## src/rtl/prbs_pkg.sv

```systemverilog
// Shared definitions for the PRBS link-test slice.
//  - ctrl_state_e : link-test controller state encoding (also read back on STATE)
//  - KCHAR_WORD   : comma word the generator emits while START is low
//  - ERR_WORD     : word the generator emits for an ERROR_IN pulse
//  - char_out_e   : generator CHAR_OUT codes
//  - STATUS_*     : bit positions inside the sticky STATUS vector
//  - sat_inc16    : saturating 16-bit increment
package prbs_pkg;

  typedef enum logic [2:0] {
    StIdle  = 3'd0,
    StAlign = 3'd1,
    StRun   = 3'd2,
    StFlush = 3'd3,
    StDone  = 3'd4
  } ctrl_state_e;

  localparam logic [15:0] KCHAR_WORD = 16'hBC3C;
  localparam logic [15:0] ERR_WORD   = 16'hEFFE;

  typedef enum logic [1:0] {
    CharData = 2'd0,
    CharK285 = 2'd1,
    CharK281 = 2'd2,
    CharErr  = 2'd3
  } char_out_e;

  localparam int unsigned STATUS_ABORTED   = 0;
  localparam int unsigned STATUS_TIMEOUT   = 1;
  localparam int unsigned STATUS_LINK_LOST = 2;

  function automatic logic [15:0] sat_inc16(input logic [15:0] v);
    return (v == 16'hFFFF) ? v : v + 16'd1;
  endfunction

endpackage

```

## src/rtl/prbs_link_test_ctrl_if.sv

```systemverilog
// Bundle between slow control / transceiver side and the link-test controller.
//  master : slow-control side; drives commands, test configuration and link_ready
//  slave  : controller side; drives generator controls, status and debug state
//  cmd_start/cmd_abort : 1-cycle command pulses
//  test_len, err_period, err_en : test configuration, sampled on accepted start
//  link_ready          : lane aligned/locked indication
//  prbs_start, prbs_error : to generator START / ERROR_IN
//  busy, done, word_cnt, err_inj_cnt, status, state : completion and status readback
interface prbs_link_test_ctrl_if;
  import prbs_pkg::*;

  logic        cmd_start;
  logic        cmd_abort;
  logic [31:0] test_len;
  logic [15:0] err_period;
  logic        err_en;
  logic        link_ready;

  logic        prbs_start;
  logic        prbs_error;
  logic        busy;
  logic        done;
  logic [31:0] word_cnt;
  logic [15:0] err_inj_cnt;
  logic [2:0]  status;
  ctrl_state_e state;

  modport master (
    output cmd_start, cmd_abort, test_len, err_period, err_en, link_ready,
    input  prbs_start, prbs_error, busy, done, word_cnt, err_inj_cnt, status, state
  );

  modport slave (
    input  cmd_start, cmd_abort, test_len, err_period, err_en, link_ready,
    output prbs_start, prbs_error, busy, done, word_cnt, err_inj_cnt, status, state
  );

endinterface

```

## src/rtl/prbs_err_scheduler.sv

```systemverilog
// Reloadable down-counter that schedules error-injection pulses.
//  CLK, RESETGN : clock, synchronous active-low reset
//  load         : counter is (re)started this edge; next cycle is the first counted one
//  enable       : counting continues into the next cycle
//  period       : words between pulses (reload value is period-1)
//  tick         : registered; high in the cycle where the count reaches 0
// tick is computed one edge ahead from the next count value so it is a clean flop
// output aligned with the cycle it belongs to. With neither load nor enable it drops.
module prbs_err_scheduler (
  input  logic        CLK,
  input  logic        RESETGN,
  input  logic        load,
  input  logic        enable,
  input  logic [15:0] period,
  output logic        tick
);

  logic [15:0] cnt_q, cnt_d;
  logic        tick_q, tick_d;

  always_comb begin
    cnt_d  = cnt_q;
    tick_d = 1'b0;
    if (load) begin
      cnt_d  = period - 16'd1;
      tick_d = (cnt_d == 16'd0);
    end else if (enable) begin
      cnt_d  = (cnt_q == 16'd0) ? period - 16'd1 : cnt_q - 16'd1;
      tick_d = (cnt_d == 16'd0);
    end
  end

  always_ff @(posedge CLK) begin
    if (!RESETGN) begin
      cnt_q  <= 16'd0;
      tick_q <= 1'b0;
    end else begin
      cnt_q  <= cnt_d;
      tick_q <= tick_d;
    end
  end

  assign tick = tick_q;

endmodule

```

## src/rtl/prbs_link_test_ctrl.sv

```systemverilog
// Sequences one PRBS link test through the 16-bit PRBS generator of one serial lane:
// comma alignment, PRBS run with optional periodic error injection, flush, completion.
//  CLK     : clock
//  RESETGN : synchronous active-low reset
//  bus     : slave side of prbs_link_test_ctrl_if (commands/config in, generator
//            controls, counters, sticky status and debug state out)
// Parameters:
//  ALIGN_CYCLES  : consecutive link_ready cycles needed in ALIGN before RUN
//  ALIGN_TIMEOUT : ALIGN cycles after which the test gives up with TIMEOUT
//  FLUSH_CYCLES  : cycles START stays low after RUN (>= 2, generator latch latency)
// Every output is a flop; PRBS_START is high exactly in RUN cycles.
module prbs_link_test_ctrl
  import prbs_pkg::*;
#(
  parameter int unsigned ALIGN_CYCLES  = 64,
  parameter int unsigned ALIGN_TIMEOUT = 65535,
  parameter int unsigned FLUSH_CYCLES  = 4
) (
  input logic                  CLK,
  input logic                  RESETGN,
  prbs_link_test_ctrl_if.slave bus
);

  ctrl_state_e state_q, state_d;

  logic [31:0] align_cnt_q, align_cnt_d;
  logic [31:0] align_tmr_q, align_tmr_d;
  logic [31:0] flush_cnt_q, flush_cnt_d;
  logic [31:0] word_cnt_q, word_cnt_d;
  logic [15:0] err_inj_cnt_q, err_inj_cnt_d;
  logic [2:0]  status_q, status_d;

  // Configuration shadowed at accepted start so slow control may change it mid-test.
  logic [31:0] test_len_q, test_len_d;
  logic [15:0] err_period_q, err_period_d;
  logic        err_en_q, err_en_d;

  logic        prbs_start_q;
  logic        busy_q;
  logic        done_q;

  logic        inj_ok;
  logic        sched_load;
  logic        sched_en;
  logic        sched_tick;

  assign inj_ok = err_en_q && (err_period_q != 16'd0);

  always_comb begin
    state_d       = state_q;
    align_cnt_d   = align_cnt_q;
    align_tmr_d   = align_tmr_q;
    flush_cnt_d   = flush_cnt_q;
    word_cnt_d    = word_cnt_q;
    err_inj_cnt_d = err_inj_cnt_q;
    status_d      = status_q;
    test_len_d    = test_len_q;
    err_period_d  = err_period_q;
    err_en_d      = err_en_q;

    // sched_tick is the PRBS_ERROR flop, so it only fires in RUN cycles.
    if (sched_tick) begin
      err_inj_cnt_d = sat_inc16(err_inj_cnt_q);
    end

    case (state_q)
      StIdle: begin
        // Abort in the same cycle wins: the start is simply not accepted.
        if (bus.cmd_start && !bus.cmd_abort) begin
          test_len_d    = bus.test_len;
          err_period_d  = bus.err_period;
          err_en_d      = bus.err_en;
          word_cnt_d    = 32'd0;
          err_inj_cnt_d = 16'd0;
          status_d      = 3'b000;
          align_cnt_d   = 32'd0;
          align_tmr_d   = 32'd0;
          state_d       = (bus.test_len == 32'd0) ? StDone : StAlign;
        end
      end

      StAlign: begin
        align_tmr_d = align_tmr_q + 32'd1;
        align_cnt_d = bus.link_ready ? align_cnt_q + 32'd1 : 32'd0;
        if (bus.cmd_abort) begin
          status_d[STATUS_ABORTED] = 1'b1;
          flush_cnt_d              = 32'd0;
          state_d                  = StFlush;
        end else if (bus.link_ready && (align_cnt_q == 32'(ALIGN_CYCLES - 1))) begin
          state_d = StRun;
        end else if (align_tmr_q == 32'(ALIGN_TIMEOUT - 1)) begin
          status_d[STATUS_TIMEOUT] = 1'b1;
          state_d                  = StDone;
        end
      end

      StRun: begin
        // This cycle already carried a PRBS word, whichever way RUN is left.
        word_cnt_d  = word_cnt_q + 32'd1;
        flush_cnt_d = 32'd0;
        if (bus.cmd_abort) begin
          status_d[STATUS_ABORTED] = 1'b1;
          state_d                  = StFlush;
        end else if (!bus.link_ready) begin
          status_d[STATUS_LINK_LOST] = 1'b1;
          state_d                    = StFlush;
        end else if (word_cnt_d == test_len_q) begin
          state_d = StFlush;
        end
      end

      StFlush: begin
        flush_cnt_d = flush_cnt_q + 32'd1;
        if (flush_cnt_q == 32'(FLUSH_CYCLES - 1)) begin
          state_d = StDone;
        end
      end

      StDone: begin
        state_d = StIdle;
      end

      default: begin
        state_d = StIdle;
      end
    endcase
  end

  // Scheduler only runs while injection is armed; otherwise its tick stays low.
  assign sched_load = inj_ok && (state_q != StRun) && (state_d == StRun);
  assign sched_en   = inj_ok && (state_q == StRun) && (state_d == StRun);

  prbs_err_scheduler u_err_sched (
    .CLK     (CLK),
    .RESETGN (RESETGN),
    .load    (sched_load),
    .enable  (sched_en),
    .period  (err_period_q),
    .tick    (sched_tick)
  );

  always_ff @(posedge CLK) begin
    if (!RESETGN) begin
      state_q       <= StIdle;
      align_cnt_q   <= 32'd0;
      align_tmr_q   <= 32'd0;
      flush_cnt_q   <= 32'd0;
      word_cnt_q    <= 32'd0;
      err_inj_cnt_q <= 16'd0;
      status_q      <= 3'b000;
      test_len_q    <= 32'd0;
      err_period_q  <= 16'd0;
      err_en_q      <= 1'b0;
      prbs_start_q  <= 1'b0;
      busy_q        <= 1'b0;
      done_q        <= 1'b0;
    end else begin
      state_q       <= state_d;
      align_cnt_q   <= align_cnt_d;
      align_tmr_q   <= align_tmr_d;
      flush_cnt_q   <= flush_cnt_d;
      word_cnt_q    <= word_cnt_d;
      err_inj_cnt_q <= err_inj_cnt_d;
      status_q      <= status_d;
      test_len_q    <= test_len_d;
      err_period_q  <= err_period_d;
      err_en_q      <= err_en_d;
      // Decoded from the next state so the flops line up with STATE.
      prbs_start_q  <= (state_d == StRun);
      busy_q        <= (state_d != StIdle);
      done_q        <= (state_d == StDone);
    end
  end

  assign bus.prbs_start  = prbs_start_q;
  assign bus.prbs_error  = sched_tick;
  assign bus.busy        = busy_q;
  assign bus.done        = done_q;
  assign bus.word_cnt    = word_cnt_q;
  assign bus.err_inj_cnt = err_inj_cnt_q;
  assign bus.status      = status_q;
  assign bus.state       = state_q;

endmodule

```

## src/flat_wrapper.sv

```systemverilog
// flat-port wrapper written by rule: the top's interface ports become plain ports
module prbs_link_test_ctrl_flat import prbs_pkg::*;
#(
  parameter int unsigned ALIGN_CYCLES  = 64,
  parameter int unsigned ALIGN_TIMEOUT = 65535,
  parameter int unsigned FLUSH_CYCLES  = 4
)
  (CLK, RESETGN, bus_cmd_start, bus_cmd_abort, bus_test_len, bus_err_period, bus_err_en, bus_link_ready, bus_prbs_start, bus_prbs_error, bus_busy, bus_done, bus_word_cnt, bus_err_inj_cnt, bus_status, bus_state);
  prbs_link_test_ctrl_if bus_i ();
  input logic CLK;
  input logic RESETGN;
  input wire logic [$bits(bus_i.cmd_start)-1:0] bus_cmd_start;
  input wire logic [$bits(bus_i.cmd_abort)-1:0] bus_cmd_abort;
  input wire logic [$bits(bus_i.test_len)-1:0] bus_test_len;
  input wire logic [$bits(bus_i.err_period)-1:0] bus_err_period;
  input wire logic [$bits(bus_i.err_en)-1:0] bus_err_en;
  input wire logic [$bits(bus_i.link_ready)-1:0] bus_link_ready;
  output wire logic [$bits(bus_i.prbs_start)-1:0] bus_prbs_start;
  output wire logic [$bits(bus_i.prbs_error)-1:0] bus_prbs_error;
  output wire logic [$bits(bus_i.busy)-1:0] bus_busy;
  output wire logic [$bits(bus_i.done)-1:0] bus_done;
  output wire logic [$bits(bus_i.word_cnt)-1:0] bus_word_cnt;
  output wire logic [$bits(bus_i.err_inj_cnt)-1:0] bus_err_inj_cnt;
  output wire logic [$bits(bus_i.status)-1:0] bus_status;
  output wire logic [$bits(bus_i.state)-1:0] bus_state;
  assign bus_i.cmd_start = bus_cmd_start;
  assign bus_i.cmd_abort = bus_cmd_abort;
  assign bus_i.test_len = bus_test_len;
  assign bus_i.err_period = bus_err_period;
  assign bus_i.err_en = bus_err_en;
  assign bus_i.link_ready = bus_link_ready;
  assign bus_prbs_start = bus_i.prbs_start;
  assign bus_prbs_error = bus_i.prbs_error;
  assign bus_busy = bus_i.busy;
  assign bus_done = bus_i.done;
  assign bus_word_cnt = bus_i.word_cnt;
  assign bus_err_inj_cnt = bus_i.err_inj_cnt;
  assign bus_status = bus_i.status;
  assign bus_state = bus_i.state;
  prbs_link_test_ctrl #(.ALIGN_CYCLES(ALIGN_CYCLES), .ALIGN_TIMEOUT(ALIGN_TIMEOUT), .FLUSH_CYCLES(FLUSH_CYCLES)) u_core (.CLK(CLK), .RESETGN(RESETGN), .bus(bus_i));
endmodule
```

## config.mk

```make
export PLATFORM = sky130hd
export DESIGN_NAME = prbs_link_test_ctrl_flat
export DESIGN_NICKNAME = d
export VERILOG_FILES = /design/src/rtl/prbs_pkg.sv /design/src/rtl/prbs_link_test_ctrl_if.sv /design/src/rtl/prbs_err_scheduler.sv /design/src/rtl/prbs_link_test_ctrl.sv /design/src/flat_wrapper.sv
export SDC_FILE = /design/constraint.sdc
export NUM_CORES = 1
export LEC_CHECK = 0
export ABC_AREA = 0
export CORE_ASPECT_RATIO = 0.6
export CORE_UTILIZATION = 40
export CTS_CLUSTER_DIAMETER = 150
export DETAILED_ROUTE_END_ITERATION = 6
export GPL_TIMING_DRIVEN = 0
export PLACE_DENSITY_LB_ADDON = 0.15
export REMOVE_ABC_BUFFERS = 1
export SYNTH_ARGS = -nofsm -noshare
export SYNTH_HDL_FRONTEND = slang
export SYNTH_SLANG_ARGS = --single-unit
```

## constraint.sdc

```tcl
create_clock -name CLK -period 4.3 [get_ports CLK]
set_clock_uncertainty 0.2 [all_clocks]
set_input_delay 0.43 -clock CLK [delete_from_list [all_inputs] [get_ports CLK]]
set_output_delay 0.43 -clock CLK [all_outputs]
set_load 0.02 [all_outputs]
```

==> results of run 1 <==
==> sequential cells by signal, summed over array words and instances (netlist names), 3 cells and up <==
signal	count
u_core.test_len_q	32
u_core.bus.state	3
u_core.bus.word_cnt	32
u_core.align_cnt_q	32
u_core.err_period_q	16
u_core.align_tmr_q	32
u_core.flush_cnt_q	32
u_core.u_err_sched.cnt_q	16
u_core.bus.status	3
u_core.bus.err_inj_cnt	16
==> power breakdown <==
part	leakage (nW)	internal [W]	switching (W)	total, W
registers	1.77	0.00207	0.0000568	0.00213
clock network	0.344	0.00111	0.000853	0.00197
logic	2.69	0.000285	0.000506	0.000792
total	4.80	0.00347	0.00142	0.00488
==> layer usage <==
layer	GRT usage (%)	up-vias
met1	36.1	5424
met2	31.5	409
li1	-	5704
met5	0	-
met3	5.66	38
met4	4.04	0
==> metrics by stage <==
stage	total power (W)	setup slack, ns
after floorplan	0.00263	0.403
after global routing	0.00510	0.00106
after detailed placement	0.00294	-0.319
after global placement	0.00290	-1.76
after CTS	0.00491	0.00381
final	0.00488	0.133
==> area by class of cell <==
| class | count | area, um2 |
|---|---|---|
| tap | 400 | 500 |
| clock inverter | 4 | 47.5 |
| antenna | 1 | 2.50 |
| fill | 2951 | 15000 |
| timing repair buffer | 117 | 1230 |
| multi-input combinational | 1239 | 7200 |
| clock buffer | 35 | 661 |
| inverter | 24 | 92.6 |
| sequential | 219 | 4390 |
==> cell families after synthesis <==
family | Yosys count | synth area share [%]
compound gates | 297 | 14.5
xor+xnor | 129 | 9.71
fa+ha+maj | 11 | 1.15
buf+inv | 110 | 3.75
flops | 219 | 36.7
mux | 20 | 1.70
simple gates | 780 | 32.5
==> cells in the final DEF, fill, tap and decap left out, types with 7 or more instances in the layout <==
master           instances
nand2_1                249
dfxtp_1                216
nor2_1                 170
a21oi_1                134
clkdlybuf4s50_1        110
xor2_1                  75
o21ai_0                 72
nand3_1                 61
nand4_1                 57
nor3_1                  57
xnor2_1                 52
nor4_1                  41
and3_1                  27
or3_1                   25
inv_1                   23
clkbuf_16               23
mux2i_1                 18
or4_1                   16
a31oi_1                 13
and4_1                  12
a311oi_1                11
a22oi_1                 11
ha_1                    11
nor2b_1                  9
and2_1                   8
clkbuf_1                 8
nand2b_1                 7
==> final timing paths <==
kind                           from                     to  cells past startpoint
max reg2reg  u_core.bus.word_cnt[4]  u_core.bus.prbs_start                      7
min                      bus_err_en        u_core.err_en_q                      3
min reg2reg         u_core.err_en_q        u_core.err_en_q                      2
max          u_core.bus.word_cnt[4]  u_core.bus.prbs_start                      7
==> worst register-to-register path, cell delays in order, from the launching register on <==
cell and delay, ns:
dfxtp_1 0.69, nand4_1 0.29, nor3_4 0.54, a31oi_1 0.17, or4b_1 0.65, or4_1 0.58
or4_1 0.64, and3_1 0.30
==> what timing repair did <==
item / 4_1_cts / 5_1_grt
gates cloned: 1 / 1
resized for setup: 0 / 11
pin swaps: 1 / 2
setup endpoints to repair: 20 / 20
setup buffers: 0 / 0
==> impl_metrics.yaml, run 1 <==
yosys:
  synth_edf_count: 0
  synth_top_area_cell: "dfxtp_1"
  synth_warnings: 0
  synth_flop_cell: "dfxtp_1"
  yosysTopAreaCellShare_pct: 36.7
  synth_most_common_cell: "nand2_1"
  synth_cell_types: 72
  avgSynthCellArea_um2: 7.63
  ys_top_cells_by_count: "249 x nand2_1, 219 x dfxtp_1, 171 x nor2_1"
  ys_top_cells_by_area: "dfxtp_1 37%, nand2_1 7.8%, a21oi_1 5.6%"
  syn_inst: 1566
  yosysSeqAreaShare_pct: 36.7
  ys_seq_elements: 219
  syn_area_um2: 11900
  async_reset_ff_share_pct: 0
floorplan:
  initial_utilization_pct: 41.1
  fp.dieW_um: 225
  ioPinCount: 112
  die_area_um2: 30600
  core.rowCount: 48
  coreArea_um2: 29100
  die_h_um: 136
critical_path:
  cp.arrival_ns: 4.37
  worst-setup-path-type: "reg2reg"
  slowest_delay_ns: 0.69
  cpLargestDelayFamily: "simple AND/OR/NAND/NOR gates"
  cp_max_fo: 13
  cp_cell_sequence: "nand4_1 -> nor3_4 -> a31oi_1 -> or4b_1 -> or4_1 -> or4_1 -> and3_1"
  worst_setup_path_end_kind: "register"
  r2r_slack_ns: 0.13
  path_common_cell: "or4_1"
  critPathSlowestCell: "dfxtp_1"
  cp_data_required_time_ns: 4.50
  cp.buffers_inverters: 0
  cp-start-kind: "register"
route:
  dr.pass1.iters: 5
  drc: 0
  first_iter_violations: 1110
  dr_wl_met2_mm: 14.0
  postRouteAntennaNets: 0
  routedLengthMet1_mm: 18.2
  wl_mm: 36.2
  wl_per_cell_um: 17.8
  highest_layer: "met4"
  wl_met3_mm: 3.49
  vias: 11600
  vias_per_cell: 5.68
place:
  globalplace.congestion: 0.898
  io_buffers: 111
  place_area_um2: 13300
  dp_cells: 1997
  place.detailed.hpwl_mm: 24.9
cells_and_area:
  area_delta_synth_final_pct: 18.1
  nets: 1689
  final_core_util_pct: 48.6
  fin_area_um2: 14100
  final_cell_count_no_fill: 2039
  drive_above_1_share_pct: 4.82
clock_network:
  cts.htree.levels: 1
  clk_pin_slew_ns: 0.06
  cts_tree: "yes"
  cts-root-buf: "clkbuf_16"
  cts_buffer_depth: 3
  cts_sinks: 219
  cts_hold_buf: 0
  clk_latency_ns: 0.53
  tritoncts.num_buffers: 23
global_routing:
  grt_overflow: 0
  antenna_found_initial: 1
  grt_pass1_vias: 10200
  grtUsageTotal_pct: 23.1
  grt_pass1_wl_mm: 56.6
  grt_max_degree: 84
sta:
  hold_viol_final: 0
  final.period_utilization_pct: 96.9
  tns_ns: 0
  rsz0062_at_grt: "false"
  whs_ns: 0.262
  setup_viol: 0
  slew_headroom_pct: 14.5
  min_period_ns: 4.17
  tightest_slew_ns: 1.27
  drv_slew: 0
  max_freq_ghz: 0.240
pwr:
  powerDensity_nw_per_um2: 346
  ir_drop_v: 0.000217
  leakage_nw: 4.80
status:
  status: "finished, final reports clean"
run:
  maxCapViolCount: 0
hold_path:
  worstHoldPathType: "in2reg"
Power figures use the tool's default switching activity.
==> inputs of run 2 (changes only) <==
CAP_MARGIN = 0   (was not set)
==> results of run 2 <==
No change in the layout: final DEF, timing and power equal those of run 1.
